==> src/rtl/lbm_step_sequencer_pkg.sv <==
// Shared definitions for the LBM step sequencer: phase and FSM state
// encodings, default geometry, and small state-decode helpers.
package lbm_step_sequencer_pkg;

    localparam int DEF_ADDR_W    = 12;
    localparam int DEF_NUM_WORDS = 2500;
    localparam int DEF_PIPE_LAT  = 4;
    localparam int DEF_STEP_W    = 32;

    typedef enum logic [1:0] {
        PHASE_IDLE    = 2'd0,
        PHASE_COLLIDE = 2'd1,
        PHASE_STREAM  = 2'd2
    } phase_e;

    typedef enum logic [2:0] {
        ST_IDLE    = 3'd0,
        ST_C_ISSUE = 3'd1,
        ST_C_DRAIN = 3'd2,
        ST_S_ISSUE = 3'd3,
        ST_S_DRAIN = 3'd4,
        ST_SWAP    = 3'd5,
        ST_FIN     = 3'd6
    } seq_state_e;

    // Phase reported to the RAM muxing; the swap cycle still belongs to STREAM.
    function automatic phase_e state_phase(input seq_state_e st);
        phase_e ph;
        case (st)
            ST_C_ISSUE, ST_C_DRAIN:         ph = PHASE_COLLIDE;
            ST_S_ISSUE, ST_S_DRAIN, ST_SWAP: ph = PHASE_STREAM;
            default:                        ph = PHASE_IDLE;
        endcase
        return ph;
    endfunction

    // A run is in progress in every state except IDLE and the FIN pulse.
    function automatic logic state_busy(input seq_state_e st);
        logic b;
        case (st)
            ST_IDLE, ST_FIN: b = 1'b0;
            default:         b = 1'b1;
        endcase
        return b;
    endfunction

endpackage

==> src/rtl/lbm_step_sequencer_if.sv <==
// Host/core-facing bundle of the step sequencer. The master modport is the
// sequencer itself; the slave modport is whatever drives start/abort and the
// core readiness and consumes the addresses and status.
interface lbm_step_sequencer_if
    import lbm_step_sequencer_pkg::*;
#(
    parameter int ADDR_W = DEF_ADDR_W,
    parameter int STEP_W = DEF_STEP_W
) ();

    logic              start;
    logic              abort;
    logic [STEP_W-1:0] step_target;
    logic              core_ready;
    logic [ADDR_W-1:0] rd_addr;
    logic              rd_valid;
    logic [ADDR_W-1:0] wr_addr;
    logic              wr_en;
    logic [1:0]        phase;
    logic              bank_sel;
    logic              busy;
    logic              done;
    logic [STEP_W-1:0] steps_done;

    modport master (
        input  start, abort, step_target, core_ready,
        output rd_addr, rd_valid, wr_addr, wr_en, phase, bank_sel, busy, done, steps_done
    );

    modport slave (
        output start, abort, step_target, core_ready,
        input  rd_addr, rd_valid, wr_addr, wr_en, phase, bank_sel, busy, done, steps_done
    );

endinterface

==> src/rtl/lbm_seq_delay_line.sv <==
// Fixed-latency shift line for {valid, data}. Advances every cycle, so a
// bubble on the input reappears as an invalid slot DEPTH cycles later.
// flush drops every in-flight entry on the next edge.
module lbm_seq_delay_line #(
    parameter int WIDTH = 12,
    parameter int DEPTH = 4
) (
    input  logic             clk,
    input  logic             rst,
    input  logic             flush,
    input  logic             in_valid,
    input  logic [WIDTH-1:0] in_data,
    output logic             tail_valid,
    output logic [WIDTH-1:0] tail_data,
    output logic             pending
);

    logic [DEPTH-1:0] valid_r;
    logic [WIDTH-1:0] data_r [DEPTH];

    // Shift register stages; reset and flush clear both valid and data.
    always_ff @(posedge clk or negedge rst) begin
        if (!rst) begin
            valid_r <= {DEPTH{1'b0}};
            for (int i = 0; i < DEPTH; i++) begin
                data_r[i] <= {WIDTH{1'b0}};
            end
        end else if (flush) begin
            valid_r <= {DEPTH{1'b0}};
            for (int i = 0; i < DEPTH; i++) begin
                data_r[i] <= {WIDTH{1'b0}};
            end
        end else begin
            valid_r[0] <= in_valid;
            data_r[0]  <= in_data;
            for (int i = 1; i < DEPTH; i++) begin
                valid_r[i] <= valid_r[i-1];
                data_r[i]  <= data_r[i-1];
            end
        end
    end

    assign tail_valid = valid_r[DEPTH-1];
    assign tail_data  = data_r[DEPTH-1];
    assign pending    = |valid_r;

endmodule

==> src/rtl/lbm_step_sequencer.sv <==
// Whole-timestep sequencer for the 18-RAM LBM datapath. Each step is a
// COLLIDE sweep, a STREAM sweep and a ping-pong bank swap. One read address
// is issued per accepted cycle; the matching write address/strobe comes out
// of a fixed-latency delay line. The FSM waits for that line to empty before
// changing phase so no write of one phase lands in the next.
module lbm_step_sequencer
    import lbm_step_sequencer_pkg::*;
#(
    parameter int ADDR_W    = DEF_ADDR_W,
    parameter int NUM_WORDS = DEF_NUM_WORDS,
    parameter int PIPE_LAT  = DEF_PIPE_LAT,
    parameter int STEP_W    = DEF_STEP_W
) (
    input  logic                 clk,
    input  logic                 rst,
    lbm_step_sequencer_if.master bus
);

    localparam logic [ADDR_W-1:0] LAST_IDX = ADDR_W'(NUM_WORDS - 32'd1);
    localparam logic [ADDR_W-1:0] IDX_ZERO = {ADDR_W{1'b0}};
    localparam logic [ADDR_W-1:0] IDX_ONE  = {{(ADDR_W-1){1'b0}}, 1'b1};
    localparam logic [STEP_W-1:0] STEP_ZERO = {STEP_W{1'b0}};
    localparam logic [STEP_W-1:0] STEP_ONE  = {{(STEP_W-1){1'b0}}, 1'b1};

    seq_state_e        state_r;
    seq_state_e        state_step_s;
    seq_state_e        state_nx_s;
    logic [ADDR_W-1:0] idx_r;
    logic [ADDR_W-1:0] idx_nx_s;
    logic [STEP_W-1:0] target_r;
    logic [STEP_W-1:0] steps_done_r;
    logic              bank_sel_r;
    logic              busy_r;
    logic              done_r;
    phase_e            phase_r;

    logic              issue_s;
    logic              last_s;
    logic              abort_s;
    logic              start_acc_s;
    logic              swap_s;
    logic              dl_pending_s;
    logic              dl_valid_s;
    logic [ADDR_W-1:0] dl_addr_s;

    // A read goes out only in an issue state and only when the core takes it.
    assign issue_s     = ((state_r == ST_C_ISSUE) || (state_r == ST_S_ISSUE)) && bus.core_ready;
    assign last_s      = (idx_r == LAST_IDX);
    // abort only matters while a run is in progress; in IDLE it also masks start.
    assign abort_s     = bus.abort && state_busy(state_r);
    assign start_acc_s = (state_r == ST_IDLE) && bus.start && !bus.abort;
    assign swap_s      = (state_r == ST_S_DRAIN) && (state_nx_s == ST_SWAP);

    // Next-state and word-index logic; abort overrides every transition.
    always_comb begin
        state_step_s = state_r;
        idx_nx_s     = idx_r;
        case (state_r)
            ST_IDLE: begin
                if (start_acc_s) begin
                    state_step_s = (bus.step_target == STEP_ZERO) ? ST_FIN : ST_C_ISSUE;
                end else begin
                    state_step_s = ST_IDLE;
                end
            end
            ST_C_ISSUE: begin
                if (issue_s && last_s) begin
                    state_step_s = ST_C_DRAIN;
                end else begin
                    state_step_s = ST_C_ISSUE;
                end
            end
            ST_C_DRAIN: begin
                if (!dl_pending_s) begin
                    state_step_s = ST_S_ISSUE;
                end else begin
                    state_step_s = ST_C_DRAIN;
                end
            end
            ST_S_ISSUE: begin
                if (issue_s && last_s) begin
                    state_step_s = ST_S_DRAIN;
                end else begin
                    state_step_s = ST_S_ISSUE;
                end
            end
            ST_S_DRAIN: begin
                if (!dl_pending_s) begin
                    state_step_s = ST_SWAP;
                end else begin
                    state_step_s = ST_S_DRAIN;
                end
            end
            ST_SWAP: begin
                if (steps_done_r == target_r) begin
                    state_step_s = ST_FIN;
                end else begin
                    state_step_s = ST_C_ISSUE;
                end
            end
            ST_FIN:  state_step_s = ST_IDLE;
            default: state_step_s = ST_IDLE;
        endcase

        if (abort_s) begin
            state_nx_s = ST_IDLE;
            idx_nx_s   = IDX_ZERO;
        end else if (issue_s) begin
            state_nx_s = state_step_s;
            idx_nx_s   = last_s ? IDX_ZERO : (idx_r + IDX_ONE);
        end else begin
            state_nx_s = state_step_s;
            idx_nx_s   = idx_r;
        end
    end

    // FSM state and word index registers.
    always_ff @(posedge clk or negedge rst) begin
        if (!rst) begin
            state_r <= ST_IDLE;
            idx_r   <= IDX_ZERO;
        end else begin
            state_r <= state_nx_s;
            idx_r   <= idx_nx_s;
        end
    end

    // Run bookkeeping and registered status outputs decoded from the next state.
    always_ff @(posedge clk or negedge rst) begin
        if (!rst) begin
            target_r     <= STEP_ZERO;
            steps_done_r <= STEP_ZERO;
            bank_sel_r   <= 1'b0;
            phase_r      <= PHASE_IDLE;
            busy_r       <= 1'b0;
            done_r       <= 1'b0;
        end else begin
            if (start_acc_s) begin
                target_r     <= bus.step_target;
                steps_done_r <= STEP_ZERO;
            end else if (swap_s) begin
                steps_done_r <= steps_done_r + STEP_ONE;
            end else begin
                steps_done_r <= steps_done_r;
            end
            if (swap_s) begin
                bank_sel_r <= ~bank_sel_r;
            end else begin
                bank_sel_r <= bank_sel_r;
            end
            phase_r <= state_phase(state_nx_s);
            busy_r  <= state_busy(state_nx_s);
            done_r  <= (state_nx_s == ST_FIN);
        end
    end

    lbm_seq_delay_line #(
        .WIDTH (ADDR_W),
        .DEPTH (PIPE_LAT)
    ) u_delay (
        .clk        (clk),
        .rst        (rst),
        .flush      (abort_s),
        .in_valid   (issue_s),
        .in_data    (idx_r),
        .tail_valid (dl_valid_s),
        .tail_data  (dl_addr_s),
        .pending    (dl_pending_s)
    );

    assign bus.rd_addr    = idx_r;
    assign bus.rd_valid   = issue_s;
    assign bus.wr_addr    = dl_addr_s;
    assign bus.wr_en      = dl_valid_s;
    assign bus.phase      = phase_r;
    assign bus.bank_sel   = bank_sel_r;
    assign bus.busy       = busy_r;
    assign bus.done       = done_r;
    assign bus.steps_done = steps_done_r;

endmodule

==> src/flat_wrapper.sv <==
// flat-port wrapper written by rule: the top's interface ports become plain ports
module lbm_step_sequencer_flat import lbm_step_sequencer_pkg::*;
#(
    parameter int ADDR_W    = DEF_ADDR_W,
    parameter int NUM_WORDS = DEF_NUM_WORDS,
    parameter int PIPE_LAT  = DEF_PIPE_LAT,
    parameter int STEP_W    = DEF_STEP_W
)
  (clk, rst, bus_start, bus_abort, bus_step_target, bus_core_ready, bus_rd_addr, bus_rd_valid, bus_wr_addr, bus_wr_en, bus_phase, bus_bank_sel, bus_busy, bus_done, bus_steps_done);
  lbm_step_sequencer_if #(.ADDR_W(ADDR_W), .STEP_W(STEP_W)) bus_i ();
  input  logic clk;
  input  logic rst;
  input wire logic [$bits(bus_i.start)-1:0] bus_start;
  input wire logic [$bits(bus_i.abort)-1:0] bus_abort;
  input wire logic [$bits(bus_i.step_target)-1:0] bus_step_target;
  input wire logic [$bits(bus_i.core_ready)-1:0] bus_core_ready;
  output wire logic [$bits(bus_i.rd_addr)-1:0] bus_rd_addr;
  output wire logic [$bits(bus_i.rd_valid)-1:0] bus_rd_valid;
  output wire logic [$bits(bus_i.wr_addr)-1:0] bus_wr_addr;
  output wire logic [$bits(bus_i.wr_en)-1:0] bus_wr_en;
  output wire logic [$bits(bus_i.phase)-1:0] bus_phase;
  output wire logic [$bits(bus_i.bank_sel)-1:0] bus_bank_sel;
  output wire logic [$bits(bus_i.busy)-1:0] bus_busy;
  output wire logic [$bits(bus_i.done)-1:0] bus_done;
  output wire logic [$bits(bus_i.steps_done)-1:0] bus_steps_done;
  assign bus_i.start = bus_start;
  assign bus_i.abort = bus_abort;
  assign bus_i.step_target = bus_step_target;
  assign bus_i.core_ready = bus_core_ready;
  assign bus_rd_addr = bus_i.rd_addr;
  assign bus_rd_valid = bus_i.rd_valid;
  assign bus_wr_addr = bus_i.wr_addr;
  assign bus_wr_en = bus_i.wr_en;
  assign bus_phase = bus_i.phase;
  assign bus_bank_sel = bus_i.bank_sel;
  assign bus_busy = bus_i.busy;
  assign bus_done = bus_i.done;
  assign bus_steps_done = bus_i.steps_done;
  lbm_step_sequencer #(.ADDR_W(ADDR_W), .NUM_WORDS(NUM_WORDS), .PIPE_LAT(PIPE_LAT), .STEP_W(STEP_W)) u_core (.clk(clk), .rst(rst), .bus(bus_i));
endmodule
==> config.mk <==
export PLATFORM = sky130hd
export DESIGN_NAME = lbm_step_sequencer_flat
export DESIGN_NICKNAME = d
export VERILOG_FILES = /design/src/rtl/lbm_step_sequencer_pkg.sv /design/src/rtl/lbm_step_sequencer_if.sv /design/src/rtl/lbm_seq_delay_line.sv /design/src/rtl/lbm_step_sequencer.sv /design/src/flat_wrapper.sv
export SDC_FILE = /design/constraint.sdc
export NUM_CORES = 1
export LEC_CHECK = 0
export ABC_AREA = 1
export CELL_PAD_IN_SITES_DETAIL_PLACEMENT = 1
export CELL_PAD_IN_SITES_GLOBAL_PLACEMENT = 1
export CORE_MARGIN = 2
export CORE_UTILIZATION = 40
export DETAILED_ROUTE_END_ITERATION = 16
export PLACE_DENSITY = 0.88
export SLEW_MARGIN = 20
export SYNTH_ARGS = -nofsm -noshare
export SYNTH_HDL_FRONTEND = slang
export SYNTH_SLANG_ARGS = --single-unit
==> constraint.sdc <==
create_clock -name clk -period 2.3 [get_ports clk]
set_clock_uncertainty 0.1 [all_clocks]
set_input_delay 0.575 -clock clk [delete_from_list [all_inputs] [get_ports clk]]
set_output_delay 0.575 -clock clk [all_outputs]
set_load 0.1 [all_outputs]
# --- Word level (Yosys, flattened, before mapping) ---
# Cells that the tools add are included.
classes:
  add_sub_neg: 2
  eq_ne: 14
  mux: 19
  bitwise: 1
  reduce_logical: 18
op_table:
  columns: ["cell", "count"]
  rows:
  - ["2-to-1 mux 32 bit", 2]
  - ["2-to-1 mux 48 bit", 1]
  - ["2-to-1 mux 12 bit", 3]
  - ["adder 32 x 1 -> 32 bit, second input constant", 1]
  - ["== test 32 bit", 1]
  - ["logical NOT 32 bit", 1]
  - ["== test 3 bit, second input constant", 6]
  - ["one-hot mux 3 bit (6 select lines)", 1]
  - ["2-to-1 mux 3 bit", 5]
  - ["adder 12 x 1 -> 12 bit, second input constant", 1]
  - ["== test 12 bit, second input constant", 1]
  - ["== test 3 x 2 -> 1 bit, second input constant", 4]
  - ["== test 3 x 1 -> 1 bit, second input constant", 2]
  - ["logical AND 1 bit", 6]
  - ["logical NOT 3 bit", 2]
  - ["OR reduction 2 bit", 3]
  - ["2-to-1 mux 1 bit", 4]
  - ["2-to-1 mux 4 bit", 1]
  - ["one-hot mux 2 bit (2 select lines)", 1]
  - ["nonzero test 2 bit", 2]
  - ["OR reduction 4 bit", 1]
  - ["OR reduction 3 bit", 1]
  - ["2-to-1 mux 2 bit", 1]
  - ["logical NOT 1 bit", 1]
  - ["2 further kinds", 2]
word_totals:
  regBits: 136
  inputBits: 37
  output_inout_bits: 63
  word_cells: 67

# --- Logic depth before layout (Yosys ltp) ---
depth:
  word_depth: 11
  ltp_mapped: 16
  ltp_nobuf: 14

# --- Cells and area by module ---
# Synthesis repeated with hierarchy kept, for this count alone.
unflattened:
  cells_unflattened: 922
  hier_area_um2: 7260.7
modules_own_cells:
  columns: ["mod", "instances", "cells_per_inst", "area_each_um2", "seq_area_each_um2"]
  rows:
  - ["lbm_step_sequencer", 1, 745, 5400.2, 2102.0]
  - ["lbm_seq_delay_line", 1, 177, 1860.5, 1301.2]

# --- Worst setup path after synthesis ---
# Ideal clock, no wire load.
synth_path:
  kind: "register -> register"
  startpoint: "register u_core.idx_r[0] (netlist: u_core.bus.rd_addr[0])"
  endpoint: "register u_core.steps_done_r[2] (netlist: u_core.bus.steps_done[2])"
  setup_time_ns: 0.124
  t_arrival_ns: 2.386
  required_time_ns: 2.076
  path_slack_ns: -0.310
  stages_incl_launch_ff: 14
  n_path_buf: 1
  period_less_slack_ns: 2.610
  cell_sequence: "dfrtp_1 > ha_1 > nand2_1 > nor3_1 > nand3_1 > nor2_2 > nor2_1 > nor2_1 > nand2_2 > nand3_4 > inv_4 > buf_6 > nand2_1 > nand2_1"
synth_between:
  elab_chain_cells: 8
  word_cells_on_any_way: 9
  cone_classes: "eq/ne (2); mux (4); reduce/logical (3)"
synth_rtl:
  columns: ["element", "line_no", "rtl"]
  rows:
  - ["from (decl)", "lbm_step_sequencer.sv:28", "logic [ADDR_W-1:0] idx_r;"]
  - ["from (signal assigned)", "lbm_step_sequencer.sv:124", "idx_r <= idx_nx_s;"]
  - ["== test 12 bit *", "lbm_step_sequencer.sv:48", "assign last_s = (idx_r == LAST_IDX);"]
  - ["logical AND 1 bit *", "lbm_step_sequencer.sv:67, lbm_step_sequencer.sv:81", null]
  - ["2-to-1 mux 3 bit or 2-to-1 mux 2 bit (tied branches)", "lbm_step_sequencer.sv:81, lbm_step_sequencer.sv:67", null]
  - ["one-hot mux 3 bit (6 select lines) *", "lbm_step_sequencer.sv:58", "case (state_r)"]
  - ["2-to-1 mux 3 bit *", "lbm_step_sequencer.sv:105", "if (abort_s) begin"]
  - ["== test 3 bit *", "lbm_step_sequencer.sv:52", "assign swap_s = (state_r == ST_S_DRAIN) && (state_nx_s == ST_SWAP);"]
  - ["logical AND 1 bit *", "lbm_step_sequencer.sv:52", null]
  - ["nonzero test 2 bit (no line) *", null, null]
  - ["to (signal assigned)", "lbm_step_sequencer.sv:142", "steps_done_r <= steps_done_r + STEP_ONE;"]
  - ["to (signal assigned)", "lbm_step_sequencer.sv:144", "steps_done_r <= steps_done_r;"]
  - ["to (decl)", "lbm_step_sequencer.sv:31", "logic [STEP_W-1:0] steps_done_r;"]
# Mark *: on every way between the ends. The rest lies on a longest branch, timed or not.
# A chain may end at the register's enable or synchronous reset.

# --- Worst setup path after layout ---
layout_path:
  startpoint: "input port bus_step_target[26]"
  endpoint: "register u_core.steps_done_r[7] (netlist: u_core.bus.steps_done[7])"
layout_between:
  elab_chain_cells: 8
layout_rtl:
  columns: ["element", "line_no", "rtl"]
  rows:
  - ["from (decl)", "flat_wrapper.sv:15", "input wire logic [$bits(bus_i.step_target)-1:0] bus_step_target;"]
  - ["logical NOT 32 bit", "lbm_step_sequencer.sv:61", "state_step_s = (bus.step_target == STEP_ZERO) ? ST_FIN : ST_C_ISSUE;"]
  - ["2-to-1 mux 3 bit", "lbm_step_sequencer.sv:61", null]
  - ["2-to-1 mux 3 bit", "lbm_step_sequencer.sv:60", "if (start_acc_s) begin"]
  - ["one-hot mux 3 bit (6 select lines)", "lbm_step_sequencer.sv:58", null]
  - ["2-to-1 mux 3 bit", "lbm_step_sequencer.sv:105", null]
  - ["== test 3 bit", "lbm_step_sequencer.sv:52", null]
  - ["logical AND 1 bit", "lbm_step_sequencer.sv:52", null]
  - ["nonzero test 2 bit (no line)", null, null]
# Every way passes these cells.

==> metrics <==
fmax roughly 440 MHz; fillers 1957; worst hold slack 339 ps; clock slew at reported path FFs 70 ps; cell count after placement 1224; CP Capture Type register; Synth Flop Type dfrtp_1; Rows 47; WL/cell roughly 17 um; first-pass GRT wire length 33500 um; insertion delay to the later sink of the worst-skew pair 430 ps; synth warn 0; Tmin final about 2300 ps; clk buf depth 2; gr usage total 0.237; Reg area 0.00343 mm2; final hold vios 0; CP Class input port to register; multi-input logic area 0.00280 mm2; CTS Buf Count 17; number of global-route vias before repair 6685; Worst Path Arrival 2520 ps; drt initial violations 350; HPWL after DPL 14400 um; Starting Density 0.411; PwrDens 934 mW/mm2; synthesized flop and latch total 136; clk root buf clkbuf_16; initial antenna violation count 0; Least-Margin Pin Slew 471 ps; Reg2Reg Setup Slack 40 ps; number of buffers added on ports 99; fraction of registers with async set/reset 1.00; min-delay worst type register to register; Post-synth EDFFs 0; Chip Width around 130 um; detailed-route via count 6314; syn_nets 918; clock sink total 136; DP Area 0.00864 mm2; Mapped Area 0.00684 mm2; vias per inst 4.99; fin area a little under 0.01 mm2; slew margin rel. 0.682; # DRC 0; H-tree depth 4; share of post-route cells with drive strength above 1 0.233; synthesized instance count 879; Core ar. 0.0166 mm2; Final period util 0.984; Routed Antenna Nets 0; Antenna Cells 0; I/O pin cnt 100; Max Cap Viol 0; biggest area consumer among synthesized cells dfrtp_1; ranking of synthesized cells by area dfrtp_1 50%, nand2_1 18%, inv_1 6.9%; GP Congestion 0.863; CP Launch Type input port; leakage 5.32 nW; CP Max Fanout 8; grt total ovfl 0; first-pass detailed-route iteration total 5; largest net degree at the start of global routing 52; outcome complete, no violations; register area share after synthesis 0.498; Final Non-Filler Cells 1266; final slew viol count 0; Routed WL 22100 um; Avg Cell Area, Syn between 7 and 8 um2; top cell type's share of synthesized area 0.498; peak supply drop 0.00100 V; Area Overhead vs Synth 40.5%; # setup viols final 0; Tot Pwr 8.98 mW; CTS tree done; Worst EP required ~2600 ps; Die Y 135 um; DIE AREA 0.0182 mm2; nets 1072; Synth cell types 36
## worst max-delay path: stages
cell,delay (ps)
clkdlybuf4s50_1,420
inv_2,60
nand3_1,70
nor2_1,110
buf_4,140
nand2_2,70
o21ai_2,140
nand2_1,90
nor2_2,130
nand2_2,80
nand3_4,140
buf_12,120
buf_12,130
nand3_1,100
nand2_1,130
## path summary, 6_finish.rpt
check / from / to / cells past startpoint
worst max-delay path: bus_step_target[26] / u_core.bus.steps_done[7]$_DFFE_PN0P_ / 15
worst min-delay path: u_core.u_delay.data_r[38]$_DFF_PN0_ / u_core.u_delay.data_r[26]$_DFF_PN0_ / 2
worst max register to register: u_core.bus.steps_done[5]$_DFFE_PN0P_ / u_core.bus.steps_done[7]$_DFFE_PN0P_ / 15
worst min register to register: u_core.u_delay.data_r[38]$_DFF_PN0_ / u_core.u_delay.data_r[26]$_DFF_PN0_ / 2
max in group asynchronous: rst / u_core.u_delay.data_r[13]$_DFF_PN0_ / 3
min in group asynchronous: rst / u_core.bus.steps_done[6]$_DFFE_PN0P_ / 2
## Yosys cell counts, types with 10 or more instances
library cell and count:
buf_4 14, nand4_1 10, nand3_1 48, buf_2 11
xor2_1 24, nor3_1 16, dfrtp_1 136, nand2_1 322
nor2_1 64, o21ai_0 22, xnor2_1 29, inv_1 126
## state kept, by name, summed over array words and instances, names as in the netlist
signal	flops
u_core.u_delay.data_r	36
u_core.state_r	3
u_core.u_delay.valid_r	4
u_core.bus.phase	2
u_core.bus.busy	1
u_core.bus.done	1
u_core.bus.steps_done	32
u_core.bus.rd_addr	12
u_core.u_delay.tail_data	12
u_core.target_r	32
u_core.bus.bank_sel	1
## metal layers
layer / up-vias / track usage / part of all wire
li1: 2958 / - / -
met2: 198 / 0.406 / 0.51
met5: - / 0 / 0
met3: 54 / 0.0450 / 0.046
met1: 3104 / 0.294 / 0.41
met4: 0 / 0.0947 / 0.028
## kinds of logic after synthesis
group | Yosys count | synth area share
and+or+nand+nor | 479 | 0.294
AOI/OAI and AO/OA | 33 | 0.0265
DFF | 136 | 0.498
adders and majority gates | 2 | 0.00366
buffers and inverters | 176 | 0.110
xor gates and xnor gates | 53 | 0.0679
## power by group
part,internal [mW],switching [mW]
clock,1.80,1.18
sequential,2.83,0.384
combinational,0.964,1.83
## cells in the final DEF, fill, tap and decap left out, types with 15 or more instances in the layout
cell / Yosys / routed
nand3_1: 48 / 45
dfrtp_1: 136 / 111
nand2_1: 322 / 315
nor3_1: 16 / 15
inv_1: 126 / 123
buf_4: 14 / 102
clkdlybuf4s50_1: 0 / 17
o21ai_0: 22 / 21
clkbuf_16: 0 / 19
dlymetal6s2s_1: 0 / 18
xnor2_1: 29 / 29
buf_12: 0 / 36
xor2_1: 24 / 24
nor2_1: 64 / 53
dfrtp_2: 0 / 25
## area by class of cell
| type | count | area share |
|---|---|---|
| multi-input combinational | 567 | 0.291 |
| tap | 220 | 0.0286 |
| clock buffer | 19 | 0.0471 |
| inverter | 134 | 0.0539 |
| clock inverter | 13 | 0.0187 |
| timing repair buffer | 177 | 0.203 |
| sequential | 136 | 0.357 |
## per-stage QoR
stage | setup WS, ps | util | setup TNS [ps]
floorplan | 0.441 | - | 0
global placement | -270 | 0.519 | -9160
detailed placement | -424 | 0.519 | -14270
CTS | 12.4 | 0.559 | 0
global route | -71.0 | 0.577 | -730
finish | 37.1 | 0.577 | 0
## repair_timing
action | in CTS | in global routing
pin swaps | 0 | 28
endpoints found under the setup margin | 4 | 38
cloned | 0 | 2
hold buffers | 1 | 0
resized for setup | 7 | 58
setup buffers | 0 | 7
hold endpoints to repair | 24 | 0
Power figures use the tool's default switching activity.
